File: src/rtl/adc_spi_sampler_if.sv
// adc_spi_sampler_if: SPI pins to the ADC plus the sample stream to the filter.
// Ports: master = sampler side (drives SCLK/CSn/MOSI and sample outputs, reads MISO);
//        slave  = ADC/consumer side (drives MISO, observes everything else).
interface adc_spi_sampler_if;
    logic       SCLK;
    logic       CSn;
    logic       MOSI;
    logic       MISO;
    logic [9:0] DataOut;
    logic       DataValid;
    logic       NullErr;
    logic [2:0] ChanOut;

    modport master (
        output SCLK, CSn, MOSI,
        output DataOut, DataValid, NullErr, ChanOut,
        input  MISO
    );

    modport slave (
        input  SCLK, CSn, MOSI,
        input  DataOut, DataValid, NullErr, ChanOut,
        output MISO
    );
endinterface

File: src/rtl/adc_spi_sampler.sv
// adc_spi_sampler: periodic MCP3008-style SPI (mode 0) read, offset-binary to signed.
// Ports: clk, rst (async, active high); bus (master): SCLK/CSn/MOSI/MISO to the ADC,
//        DataOut/DataValid/NullErr/ChanOut to the filter.
// Option: define ADC_CHANNEL_SCAN_EN to step through channels 0..7 frame by frame.
module adc_spi_sampler #(
    parameter int ClkDiv         = 4,
    parameter int SampleInterval = 5000,
    parameter int Channel        = 0
) (
    input  logic              clk,
    input  logic              rst,
    adc_spi_sampler_if.master bus
);
    localparam int CW = (SampleInterval > 1) ? $clog2(SampleInterval) : 1;
    localparam int PW = $clog2(2 * ClkDiv);

    localparam logic [CW-1:0] CNT_LAST  = CW'(SampleInterval - 1);
    localparam logic [PW-1:0] HALF_LAST = PW'(ClkDiv - 1);
    localparam logic [PW-1:0] PER_LAST  = PW'(2 * ClkDiv - 1);
    // edge_q is the zero-based SCLK period index
    localparam logic [4:0]    EDGE_NULL = 5'd6;
    localparam logic [4:0]    EDGE_LAST = 5'd16;

    typedef enum logic [1:0] {IDLE, SETUP, SHIFT, DONE} state_t;

    state_t        state_q, state_d;
    logic [CW-1:0] cnt_q, cnt_d;
    logic [PW-1:0] ph_q, ph_d;
    logic [4:0]    edge_q, edge_d;
    logic [10:0]   sh_q, sh_d;
    logic [9:0]    dout_q, dout_d;
    logic          null_q, null_d;

    logic          tick;
    logic          high;
    logic          sample;
    logic [2:0]    chan;
    logic [4:0]    mosi_idx;
    logic          mosi;

    assign tick   = (cnt_q == CNT_LAST);
    assign cnt_d  = tick ? '0 : cnt_q + CW'(1);
    assign high   = (state_q == SHIFT) && (ph_q <= HALF_LAST);
    // MISO is taken on the first clk of each high phase, from the null bit onward
    assign sample = high && (ph_q == '0) && (edge_q >= EDGE_NULL);

    always_ff @(posedge clk or posedge rst) begin
        if (rst) begin
            state_q <= IDLE;
            cnt_q   <= '0;
            ph_q    <= '0;
            edge_q  <= '0;
            sh_q    <= '0;
            dout_q  <= '0;
            null_q  <= 1'b0;
        end else begin
            state_q <= state_d;
            cnt_q   <= cnt_d;
            ph_q    <= ph_d;
            edge_q  <= edge_d;
            sh_q    <= sh_d;
            dout_q  <= dout_d;
            null_q  <= null_d;
        end
    end

    always_comb begin
        state_d = state_q;
        ph_d    = ph_q;
        edge_d  = edge_q;
        sh_d    = sh_q;
        dout_d  = dout_q;
        null_d  = null_q;
        if (sample) begin
            sh_d = {sh_q[9:0], bus.MISO};
        end
        unique case (state_q)
            IDLE: begin
                if (tick) begin
                    state_d = SETUP;
                    ph_d    = '0;
                end
            end
            SETUP: begin
                if (ph_q == HALF_LAST) begin
                    state_d = SHIFT;
                    ph_d    = '0;
                    edge_d  = '0;
                end else begin
                    ph_d = ph_q + PW'(1);
                end
            end
            SHIFT: begin
                // Frame ends on the 17th falling edge; the last low phase is DONE.
                // sh_d already holds B0 even when it is sampled this very cycle.
                if (edge_q == EDGE_LAST && ph_q == HALF_LAST) begin
                    state_d = DONE;
                    dout_d  = {~sh_d[9], sh_d[8:0]};
                    null_d  = sh_d[10];
                end else if (ph_q == PER_LAST) begin
                    ph_d   = '0;
                    edge_d = edge_q + 5'd1;
                end else begin
                    ph_d = ph_q + PW'(1);
                end
            end
            DONE: begin
                state_d = IDLE;
            end
            default: begin
                state_d = IDLE;
            end
        endcase
    end

    // Bit presented for rising edge k: start, SGL, C2, C1, C0, then zeros.
    // In the low phase MOSI already shows the bit for the next rising edge.
    always_comb begin
        mosi     = 1'b0;
        mosi_idx = high ? edge_q + 5'd1 : edge_q + 5'd2;
        if (state_q == SETUP) begin
            mosi = 1'b1;
        end else if (state_q == SHIFT) begin
            case (mosi_idx)
                5'd1, 5'd2: mosi = 1'b1;
                5'd3:       mosi = chan[2];
                5'd4:       mosi = chan[1];
                5'd5:       mosi = chan[0];
                default:    mosi = 1'b0;
            endcase
        end
    end

`ifdef ADC_CHANNEL_SCAN_EN
    logic [2:0] chan_q, chan_d;
    logic [2:0] cout_q, cout_d;

    assign chan_d = (state_q == DONE) ? chan_q + 3'd1 : chan_q;
    assign cout_d = (state_q == DONE) ? chan_q : cout_q;

    always_ff @(posedge clk or posedge rst) begin
        if (rst) begin
            chan_q <= '0;
            cout_q <= '0;
        end else begin
            chan_q <= chan_d;
            cout_q <= cout_d;
        end
    end

    assign chan        = chan_q;
    assign bus.ChanOut = cout_q;
`else
    assign chan        = 3'(Channel);
    assign bus.ChanOut = 3'(Channel);
`endif

    assign bus.SCLK      = high;
    assign bus.CSn       = !(state_q == SETUP || state_q == SHIFT);
    assign bus.MOSI      = mosi;
    assign bus.DataOut   = dout_q;
    assign bus.DataValid = (state_q == DONE);
    assign bus.NullErr   = (state_q == DONE) && null_q;
endmodule

File: src/flat_wrapper.sv
// flat-port wrapper written by rule: the top's interface ports become plain ports
module adc_spi_sampler_flat 
#(
    parameter int ClkDiv         = 4,
    parameter int SampleInterval = 5000,
    parameter int Channel        = 0
)
  (clk, rst, bus_SCLK, bus_CSn, bus_MOSI, bus_DataOut, bus_DataValid, bus_NullErr, bus_ChanOut, bus_MISO);
  adc_spi_sampler_if bus_i ();
  input  logic clk;
  input  logic rst;
  output wire logic [$bits(bus_i.SCLK)-1:0] bus_SCLK;
  output wire logic [$bits(bus_i.CSn)-1:0] bus_CSn;
  output wire logic [$bits(bus_i.MOSI)-1:0] bus_MOSI;
  output wire logic [$bits(bus_i.DataOut)-1:0] bus_DataOut;
  output wire logic [$bits(bus_i.DataValid)-1:0] bus_DataValid;
  output wire logic [$bits(bus_i.NullErr)-1:0] bus_NullErr;
  output wire logic [$bits(bus_i.ChanOut)-1:0] bus_ChanOut;
  input wire logic [$bits(bus_i.MISO)-1:0] bus_MISO;
  assign bus_SCLK = bus_i.SCLK;
  assign bus_CSn = bus_i.CSn;
  assign bus_MOSI = bus_i.MOSI;
  assign bus_DataOut = bus_i.DataOut;
  assign bus_DataValid = bus_i.DataValid;
  assign bus_NullErr = bus_i.NullErr;
  assign bus_ChanOut = bus_i.ChanOut;
  assign bus_i.MISO = bus_MISO;
  adc_spi_sampler #(.ClkDiv(ClkDiv), .SampleInterval(SampleInterval), .Channel(Channel)) u_core (.clk(clk), .rst(rst), .bus(bus_i));
endmodule
File: config.mk
export PLATFORM = sky130hd
export DESIGN_NAME = adc_spi_sampler_flat
export DESIGN_NICKNAME = d
export VERILOG_FILES = /design/src/rtl/adc_spi_sampler_if.sv /design/src/rtl/adc_spi_sampler.sv /design/src/flat_wrapper.sv
export SDC_FILE = /design/constraint.sdc
export NUM_CORES = 1
export LEC_CHECK = 0
export ABC_AREA = 1
export CAP_MARGIN = 40
export CORE_MARGIN = 4
export CORE_UTILIZATION = 52
export CTS_CLUSTER_DIAMETER = 40
export DETAILED_ROUTE_END_ITERATION = 8
export HOLD_SLACK_MARGIN = 0.06
export PLACE_DENSITY = 0.75
export SLEW_MARGIN = 5
export SYNTH_ARGS = -nofsm -noshare
export SYNTH_HDL_FRONTEND = slang
export SYNTH_SLANG_ARGS = --single-unit
File: constraint.sdc
create_clock -name clk -period 1.4 [get_ports clk]
set_input_delay 0.14 -clock clk [delete_from_list [all_inputs] [get_ports clk]]
set_output_delay 0.14 -clock clk [all_outputs]
set_load 0.02 [all_outputs]
# Word level (Yosys, flattened, before mapping)
# Cells that the tools add are included.
[word_totals]
elab_cells = 63
out_inout_bits = 18
ff_bits = 45
[classes]
n_reduce_logical = 16
bitwise = 1
order_cmp = 2
muxes = 19
eq_ne = 14
add_sub_neg = 4
[ops]
columns = ["op", "count"]
rows = [
  ["$mux W5", 4],
  ["$add A13 B1 Y13 const B", 1],
  ["$eq A13 B13 Y1 const B", 1],
  ["$mux W13", 1],
  ["$mux W3", 4],
  ["$mux W11", 1],
  ["$pmux W5 S2", 1],
  ["$pmux W3 S3", 1],
  ["$pmux W2 S4", 1],
  ["$mux W2", 3],
  ["$ne A2 B2 Y1 const B", 3],
  ["$reduce_and A3 Y1", 2],
  ["$add A5 B1 Y5 const B", 1],
  ["$add A5 B2 Y5 const B", 1],
  ["$eq A5 B1 Y1 const B", 1],
  ["$eq A5 B2 Y1 const B", 1],
  ["$eq A5 B5 Y1 const B", 1],
  ["$ge A5 B3 Y1 const B", 1],
  ["$logic_and A1 B1 Y1", 5],
  ["$eq A2 B2 Y1 const B", 2],
  ["$ne A2 B1 Y1 const B", 2],
  ["$reduce_and A4 Y1", 1],
  ["$add A3 B1 Y3 const B", 1],
  ["$eq A3 B2 Y1 const B", 1],
  ["13 further kinds", 15],
]

# Logic depth before layout (Yosys ltp)
[depth]
depth_word = 8
ltp_mapped = 11
mapped_depth_nobuf = 11

# Worst setup path after synthesis
# OpenSTA, ideal clock, no wires.
[synth_path]
path_type = "reg2out"
from = "register u_core.ph_q[0]"
to = "output port bus_MOSI"
arrival_ns = 1.512
n_path_buf = 1
slack_ns = -0.252
path_stages_with_launch = 10
cell_sequence = "dfrtp_1 > ha_1 > ha_1 > inv_1 > a21oi_4 > buf_6 > inv_1 > nor2_1 > nand2_1 > nand3_1"
[synth_between]
elab_chain_cells = 8
elab_cells_between_ends = 9
[synth_rtl]
columns = ["element", "line", "rtl"]
rows = [
  ["start, declared", "adc_spi_sampler.sv:28", "logic [PW-1:0] ph_q, ph_d;"],
  ["start signal, assigned", "adc_spi_sampler.sv:59", "ph_q <= ph_d;"],
  ["$le A3 B2 Y1 (*)", "adc_spi_sampler.sv:43", "assign high = (state_q == SHIFT) && (ph_q <= HALF_LAST);"],
  ["$logic_and A1 B1 Y1 (*)", "adc_spi_sampler.sv:43", ""],
  ["via bus_SCLK", "flat_wrapper.sv:12", "output wire logic [$bits(bus_i.SCLK)-1:0] bus_SCLK;"],
  ["$mux W5 (*)", "adc_spi_sampler.sv:120", "mosi_idx = high ? edge_q + 5'd1 : edge_q + 5'd2;"],
  ["$eq A5 B1 Y1 / $eq A5 B2 Y1 (equally long branches)", "adc_spi_sampler.sv:124", "case (mosi_idx)"],
  ["$reduce_or A2 Y1 (*)", "adc_spi_sampler.sv:124", ""],
  ["$mux W1 (*)", "adc_spi_sampler.sv:124", ""],
  ["$mux W1 (*)", "adc_spi_sampler.sv:123", "end else if (state_q == SHIFT) begin"],
  ["$mux W1 (*)", "adc_spi_sampler.sv:121", "if (state_q == SETUP) begin"],
  ["end, declared", "flat_wrapper.sv:14", "output wire logic [$bits(bus_i.MOSI)-1:0] bus_MOSI;"],
]
# Mark *: on every way through the listed nets, which the timed path passes. The rest lies on a longest branch.

# Final worst setup path
[layout_path]
from = "register u_core.edge_q[0]"
to = "output port bus_MOSI"
[layout_between]
elab_chain_cells = 7
elab_cells_between_ends = 9
[layout_rtl]
columns = ["element", "line", "rtl"]
rows = [
  ["start, declared", "adc_spi_sampler.sv:29", "logic [4:0] edge_q, edge_d;"],
  ["start signal, assigned", "adc_spi_sampler.sv:60", "edge_q <= edge_d;"],
  ["$add A5 B2 Y5 / $add A5 B1 Y5 (equally long branches)", "adc_spi_sampler.sv:120", ""],
  ["$mux W5 (*)", "adc_spi_sampler.sv:120", ""],
  ["$eq A5 B1 Y1 / $eq A5 B2 Y1 (equally long branches)", "adc_spi_sampler.sv:124", ""],
  ["$reduce_or A2 Y1 (*)", "adc_spi_sampler.sv:124", ""],
  ["$mux W1 (*)", "adc_spi_sampler.sv:124", ""],
  ["$mux W1 (*)", "adc_spi_sampler.sv:123", ""],
  ["$mux W1 (*)", "adc_spi_sampler.sv:121", ""],
]
# Every way passes the cells marked *; elsewhere a longest branch is shown, timed or not.

==> impl_metrics.toml <==
[floorplanning]
ios = 21
dieArea_mm2 = 0.00614
die_w_um = 78.4
die_h_um = 78.4
core-area_mm2 = 0.00475
initial_core_util_pct = 54.2
row_count = 25

[routing]
drt_iter0_markers = 160
first_pass_iters = 4
drc = 0
viasPerCell = 5.01
wl_per_cell_um = 14.1
dr_total_vias = 2361
finalWirelength_um = 6640
drtAntennaViolNets = 0

[logic_synthesis]
synth-main-ff-cell = "dfrtp_1"
yosys-top-cells-count = "nand2_1, inv_1, dfrtp_1, nand3_1, nor2_1"
synth_xor_area_share_pct = 3.06
synth.area.mux_share_pct = 0
yosys.area_share.simple_pct = 31.8
synth_top_family_by_area = "simple AND/OR/NAND/NOR gates"
syn-cell-area_mm2 = 0.00257
ys_seq_area_share_pct = 43.7
synth_most_common_cell = "nand2_1"
ys_top_cells_by_area = "dfrtp_1, nand2_1, inv_1, nand3_1, ha_1"
synthArstFlopShare_pct = 100
synth-seq-cells = 45
netlist.area_leader.share_pct = 43.7
avgSynthCellArea_um2 = 7.64
ys_types = 27
synth_warnings = 0
synth_fa_ha_area_share_pct = 6.80
postSynthCellCount = 337
synth_compound_area_share_pct = 3.11
yosys.area.top_type = "dfrtp_1"
synth_edf_count = 0

[power]
peakVddDrop_mv = 0.695
p_total_mw = 2.20
powerDensity_mw_per_mm2 = 596
leakage_nw = 1.89

[worst_setup_path]
critPathLaunchType = "flip-flop"
crit_start = "u_core.edge_q[0]"
cp_max_fo = 4
cp-end-kind = "primary output"
cpMostUsedCell = "nand2_1"
crit_chain = "inv_2 -> ha_4 -> xnor2_2 -> nand2_1 -> nor2_1 -> nand2_1 -> nand3_2 -> buf_6"
r2r_end = "u_core.bus.DataOut[1]"
path_class = "flip-flop to primary output"
rr_startpoint = "u_core.edge_q[1]"
r2r_cells = 11
required_ns = 1.26
reg2reg_slack_ns = -0.31
crit_slowest_cell = "dfrtp_1"
critPathMaxStageDelay_ns = 0.45
path_delay_family = "flip-flops"
cp.arrival_ns = 1.67
path_buf_inv = 2

[global_route]
grt_antenna_before_repair = 0
first_global_vias = 2349
overflow = 0
grt_pass1_wl_um = 10400
grt_max_degree = 35
grt.total_usage_pct = 21.2

[sta]
worst_slack_ns = -0.414
finalCriticalPeriod_ns = 1.81
hold_slack_ns = 0.0831
finalHoldViolCount = 0
rsz0062_at_grt = "yes"
setup_viol = 35
finalMaxSlewViolations = 0
fmax_ghz = 0.551
min_period_over_period_pct = 130
tns_ns = -8.37
clock_skew_ns = 0.0165

[run_status]
violations = "setup timing"
outcome = "finished with violations"

[placement]
numPlacedInstances = 456
dpl-instance-area_mm2 = 0.00316
dp_hpwl_um = 3980
preCtsSetupSlack_ns = -0.548
gp_congestion = 0.874
io_buffer_count = 17

[layout]
final_design_area_no_fill_mm2 = 0.00369
register_area_mm2 = 0.00113
drive_above_1_share_pct = 38.1
multiInputGateArea_mm2 = 0.00158
fin_util_pct = 77.7
diodes = 0
fill_cells = 295
syn_to_final_growth_pct = 43.4
nNetsFinal = 420
final_cells = 471

[clocking]
h-tree-depth = 2
clock_latency_ns = 0.31
cts_inserted_buffers = 5
cts_tree = "yes"
cts-root-buf = "clkbuf_8"
cts_num_sinks = 45
cts.path.max_buffers = 2
path_clk_slew_ns = 0.10
cts_hold_buf = 0

[worst_hold_path]
hp-class = "primary input to asynchronous set/reset pin"

[run]
drv_cap = 0
## layout make-up
cell class	instances	share of cell area, %
multi-input cells	228	42.7
flip-flops and latches	45	30.5
repair buffers	64	15.5
inverters	59	6.54
well taps	67	2.27
clock buffers	5	1.86
clock inverters	3	0.610
## sequential cells by signal (all words and copies together), names as in the netlist
name,count
u_core.sh_q,11
u_core.ph_q,3
u_core.cnt_q,13
u_core.bus.DataOut,10
u_core.edge_q,5
u_core.state_q,2
u_core.null_q,1
## layer usage
metal / up-vias / track usage, % / routed length [um]
li1: 1155 / - / -
met1: 1134 / 27.2 / 2930
met2: 62 / 36.4 / 3410
met3: 10 / 3.33 / 232
met4: 0 / 7.52 / 71
met5: - / 0 / 0
## logic make-up (layout without fill, tap and decap cells)
kind of cell,Yosys count,after routing
DFF,45,45
other,1,3
xor gates and xnor gates,9,9
buffers and inverters,67,131
and+or+nand+nor,188,189
adders and majority gates,14,14
AOI/OAI and AO/OA,13,13
## placed cells by master (no fill, tap or decap), drive strengths merged, types with 9 or more instances in the layout
cell	n
nand2	102
inv	59
buf	52
dfrtp	45
nand3	39
nor2	27
ha	14
and2	10
dlygate4sd2	10
o21ai	9
## repair_timing
| action | in CTS | in global routing |
|---|---|---|
| cloned | 1 | 0 |
| setup buffers | 5 | 4 |
| pin swaps | 14 | 30 |
| endpoints found under the setup margin | 47 | 42 |
| resized for setup | 76 | 76 |
## power by group
part / total (mW) / internal (mW) / switching (mW)
logic: 0.0463 / 0.0110 / 0.0353
registers: 1.30 / 1.30 / 0
clock network: 0.854 / 0.355 / 0.499
## worst max path at each step
stage	end	slack (ns)	cells past startpoint
after global routing	bus_MOSI	-0.46	8
after CTS	bus_MOSI	-0.34	8
after floorplan	bus_MOSI	-0.09	9
final	bus_MOSI	-0.41	8
after global placement	bus_MOSI	-0.49	8
after detailed placement	bus_MOSI	-0.55	8
## worst register-to-register path, stage by stage (launching register included)
cell     delay (ns)
dfrtp_2        0.47
buf_4          0.15
buf_4          0.13
ha_1           0.16
nand2_1        0.08
nand3_2        0.10
nand2_2        0.12
inv_6          0.07
buf_6          0.14
nand3_1        0.08
nand3_1        0.09
nand2_1        0.06
Note: power is estimated with default switching activity, not from simulation.
==> edit 1: new RTL, same settings <==
`SampleInterval` is set to 5000 in 2 places; all go to 1250.
--- a/src/rtl/adc_spi_sampler.sv
+++ b/src/rtl/adc_spi_sampler.sv
@@ -4,7 +4,7 @@
 // Option: define ADC_CHANNEL_SCAN_EN to step through channels 0..7 frame by frame.
 module adc_spi_sampler #(
     parameter int ClkDiv         = 4,
-    parameter int SampleInterval = 5000,
+    parameter int SampleInterval = 1250,
     parameter int Channel        = 0
 ) (
     input  logic              clk,
--- a/src/flat_wrapper.sv
+++ b/src/flat_wrapper.sv
@@ -2,7 +2,7 @@
 module adc_spi_sampler_flat 
 #(
     parameter int ClkDiv         = 4,
-    parameter int SampleInterval = 5000,
+    parameter int SampleInterval = 1250,
     parameter int Channel        = 0
 )
   (clk, rst, bus_SCLK, bus_CSn, bus_MOSI, bus_DataOut, bus_DataValid, bus_NullErr, bus_ChanOut, bus_MISO);
Check against the original RTL: same outputs for any inputs over 10 cycles, from zero or initial values and one cycle with rst high; that may be too few to reach the edited logic, so the function may still have changed.
==> edit 1 against the original RTL <==
- the flow still finishes with violations (negative setup slack)
- synthesized area shrank 4.5%
- sequential power shrank 5%
- count of clock-buffer cells in the layout grew 2
- worst hold slack gained 0.12 ns
- worst setup slack lost 0.031 ns
- routed wire length grew 18%
- design area grew 5.6%
- total power shrank 2.4%
- clock power grew 0.8%
- utilization grew 9.5 points
- fmax shrank 1.7%
- register-to-register slack lost 0.10 ns
- sequential cell count shrank 2
- critical endpoint unchanged
- largest power group unchanged
==> edit 1: results (changes against the original RTL) <==
| Metric | Value |
|---|---|
| Drt first pass iters | `5 (+1)` |
| Final #Nets | `402 (-4.3%)` |
| Vias in the first global route | `2,153 (-8.3%)` |
| Xor-xnor portion of the synthesized cell area | `0.0285 (-0.00213)` |
| Register area share after synthesis | `0.437 (about the same)` |
| Distinct cell type count after synthesis | `26 (-3.7%)` |
| Post-synthesis average cell area | `7.83 um^2 (+2.5%)` |
| Post-detail-place hpwl | `3.70 mm (-6.9%)` |
| Routability Congestion | `0.846 (-3.3%)` |
| Worst vdd ir | `0.746 mV (+7.5%)` |
| Met1 WL | `2.99 mm (+1.9%)` |
| Fin Hold WS | `0.199 ns (+0.116 ns)` |
| Met2 usage | `0.355 (-0.00847)` |
| Share of cells above drive strength 1 | `0.462 (+0.0811)` |
| Inst Count DP | `417 (-8.6%)` |
| WL met3 | `397 um (+71%)` |
| Avg Vias per Cell | `5.66 (+13%)` |
| Synth Area in Adders | `0.0763 (+0.00827)` |
| Final WS setup | `-0.445 ns (-0.0309 ns)` |
| Failing checks | `negative setup slack` |
| Drt total wl | `7.82 mm (+18%)` |
| Outcome | `finished, violations left` |
| Ranking of synthesized cells by area | `dfrtp_1 (44%), nand2_1 (14%), nand3_1 (7.9%), ha_1 (7.6%), inv_1 (6.7%)` |
| Reg2reg start | `u_core.ph_q[1]` |
| Placed Area | `3030 um^2 (-3.9%)` |
| GR Util met3 | `0.0410 (+0.00773)` |
| Largest net degree at the start of global routing | `44 (+26%)` |
| Final setup vio count | `36 (+2.9%)` |
| CP Max Fanout | `5 (+1)` |
| Compound-Gate Fraction of Synth Area | `0.0295 (-0.00160)` |
| 1st-iter DRT viols | `238 (+49%)` |
| WL met2 | `4.12 mm (+21%)` |
| Crit path DAT | `1.71 ns (+0.04 ns)` |
## edit 1: final cells by class
cell class | instances | area (um^2)
multi-input combinational | 216 | 1720
sequential | 43 | 1080
timing repair buffer | 71 | 743
fill | 194 | 574
inverter | 47 | 199
clock buffer | 7 | 86.3
tap | 52 | 65.1
clock inverter | 1 | 8.76
## edit 1: tightest hold or removal path: cells and delay by family
kind / cells / cell delay, ns
buf+inv: 3 / 0.74
## edit 1: per-stage QoR
step	setup WS, ns	utilization
after floorplan	-0.114	-
after global placement	-0.542	0.678
after detailed placement	-0.595	0.678
after CTS	-0.439	0.751
after global routing	-0.514	0.872
final	-0.445	0.872
## edit 1: timing repair
action                                 CTS  global route
setup buffers                            4             8
hold buffers                             0             0
gates resized for setup                 84           104
endpoints found under the hold margin    0             0
setup endpoints to repair               46            42
cloned                                   1             3
pin swaps                               18            42
## edit 1: power by group
group	switching, mW	total (mW)	internal (mW)
registers	0	1.24	1.24
clock network	0.456	0.861	0.405
logic	0.0348	0.0459	0.0111
==> edit 2: new RTL, same flow settings <==
Made on the original files. Encoding of `state_t`: now one-hot (4 bits for 4 states).
--- a/src/rtl/adc_spi_sampler.sv
+++ b/src/rtl/adc_spi_sampler.sv
@@ -21,7 +21,7 @@
     localparam logic [4:0]    EDGE_NULL = 5'd6;
     localparam logic [4:0]    EDGE_LAST = 5'd16;
 
-    typedef enum logic [1:0] {IDLE, SETUP, SHIFT, DONE} state_t;
+    typedef enum logic [3:0] {IDLE = 4'b0001, SETUP = 4'b0010, SHIFT = 4'b0100, DONE = 4'b1000} state_t;
 
     state_t        state_q, state_d;
     logic [CW-1:0] cnt_q, cnt_d;
Behaviour: no difference found for any inputs over 10 cycles, from zero or initial values and one cycle with rst high; not proved beyond that.
==> edit 2 against the original RTL <==
- total power grew 7.8%
- sequential cell count increased by 2
- clock skew decreased by 0.0030 ns
- design area up 3.6%
- worst setup slack improved by 0.069 ns
- global-route usage rose by 0.40 points
- highest routed layer unchanged
- synthesized cell count is the same
- routed wire length fell by 2.2%
- sequential share of layout area up 0.31 points
- the flow still finishes with violations (negative setup slack)
- synthesized area increased by 2.8%
- die area increased by 2.5%
==> edit 2: results (changes against the original RTL) <==
| Metric | Value |
|---|---|
| Outcome | `finished, violations left` |
| Failing checks | `negative setup slack` |
| Worst vdd ir | `0.663 mV (-4.5%)` |
| Met1 WL | `2.72 mm (-7.2%)` |
| Commonest cells post-synth | `nand2_1 (86), inv_1 (54), dfrtp_1 (46), nand3_1 (32), nor2_1 (23)` |
| Switching pwr | `481 uW (-10%)` |
| Met1 usage | `0.252 (-0.0202)` |
| Slowest-stage cell, CP | `dfrtp_2` |
| Power Clock | `967 uW (+13%)` |
| Leak pwr | `2.00 nW (+5.5%)` |
| Final total power | `2.37 mW (+7.8%)` |
| Reg2reg start | `u_core.edge_q[0]` |
| Seq pwr share | `0.572 (-0.018)` |
| WL met3 | `205 um (-12%)` |
| Global-route wire length before repair | `10.7 mm (+2.6%)` |
| Overall Global Routing Usage | `0.216 (+0.00401)` |
| Register area share after synthesis | `0.445 (+0.00760)` |
| WL met2 | `3.47 mm (+1.8%)` |
| Fill cells | `316 (+7.1%)` |
| Synth Area in Adders | `0.0473 (-0.0207)` |
| Final setup vio count | `35 (unchanged)` |
| Ranking of synthesized cells by area | `dfrtp_1 (43%), nand2_1 (12%), inv_1 (7.7%), nand3_1 (6.1%), nand2_2 (5.0%)` |
| Crit path DAT | `1.61 ns (-0.06 ns)` |
| Vias in the first global route | `2,464 (+4.9%)` |
| Share of cells above drive strength 1 | `0.386 (+0.00435)` |
| 1st-iter DRT viols | `110 (-31%)` |
| Compound-Gate Fraction of Synth Area | `0.0407 (+0.00956)` |
| Final WS setup | `-0.346 ns (+0.0685 ns)` |
| Vias | `2,390 (+1.2%)` |
| Post-detail-place hpwl | `4.18 mm (+5.0%)` |
| Final #Nets | `428 (+1.9%)` |
| Post-Route Skew | `0.0135 ns (-0.00303 ns)` |
| Routability Congestion | `0.878 (+0.38%)` |
| Met2 usage | `0.397 (+0.0334)` |
==> edit 2: cell types whose count changed in the layout (fill, tap and decap cells not counted), sizes merged, moves of 4 or more <==
cell / delta
nand3: -6
inv: -4
ha: -4
o21ai: +7
buf: +9
nand2: +8
==> edit 2: metrics by stage <==
step                worst slack, ns  cells
finish                       -0.346    482
global route                 -0.415    482
CTS                          -0.296    481
detailed placement           -0.525    467
global placement             -0.484    467
floorplan                    -0.149    339
==> edit 2: cells by family after synthesis <==
family          after synthesis
flops                        47
xor+xnor                      8
fa+ha+maj                    10
compound gates               21
simple gates                187
other cells                   1
buf+inv                      63
==> edit 2: timing repair <==
action,4_1_cts,5_1_grt
setup endpoints to repair,46,42
pin swaps,24,17
resized for setup,100,30
cloned,2,1
buffers inserted,6,1
==> edit 2: layout make-up <==
| cell class | instances | area (um^2) | area share |
|---|---|---|---|
| Clock inverter | 2 | 37.5 | 0.00981 |
| Timing Repair Buffer | 74 | 679 | 0.178 |
| Sequential cell | 47 | 1180 | 0.308 |
| Tap cell | 67 | 83.8 | 0.0219 |
| Inverter | 56 | 223 | 0.0582 |
| Multi-Input combinational cell | 231 | 1550 | 0.406 |
| Clock buffer | 5 | 68.8 | 0.0180 |
==> edit 2: path summary, 6_finish.rpt <==
| check | cells after the start | slack (ns) | end |
|---|---|---|---|
| max | 9 | -0.35 | bus_MOSI |
| min | 2 | 0.13 | u_core.cnt_q[0] |
| max reg2reg | 10 | -0.31 | u_core.sh_q[2] |
| min reg2reg | 2 | 0.48 | u_core.bus.DataOut[1] |
| max in group asynchronous | 3 | 0.79 | u_core.edge_q[1] |
| min in group clk | 2 | 0.48 | u_core.bus.DataOut[1] |
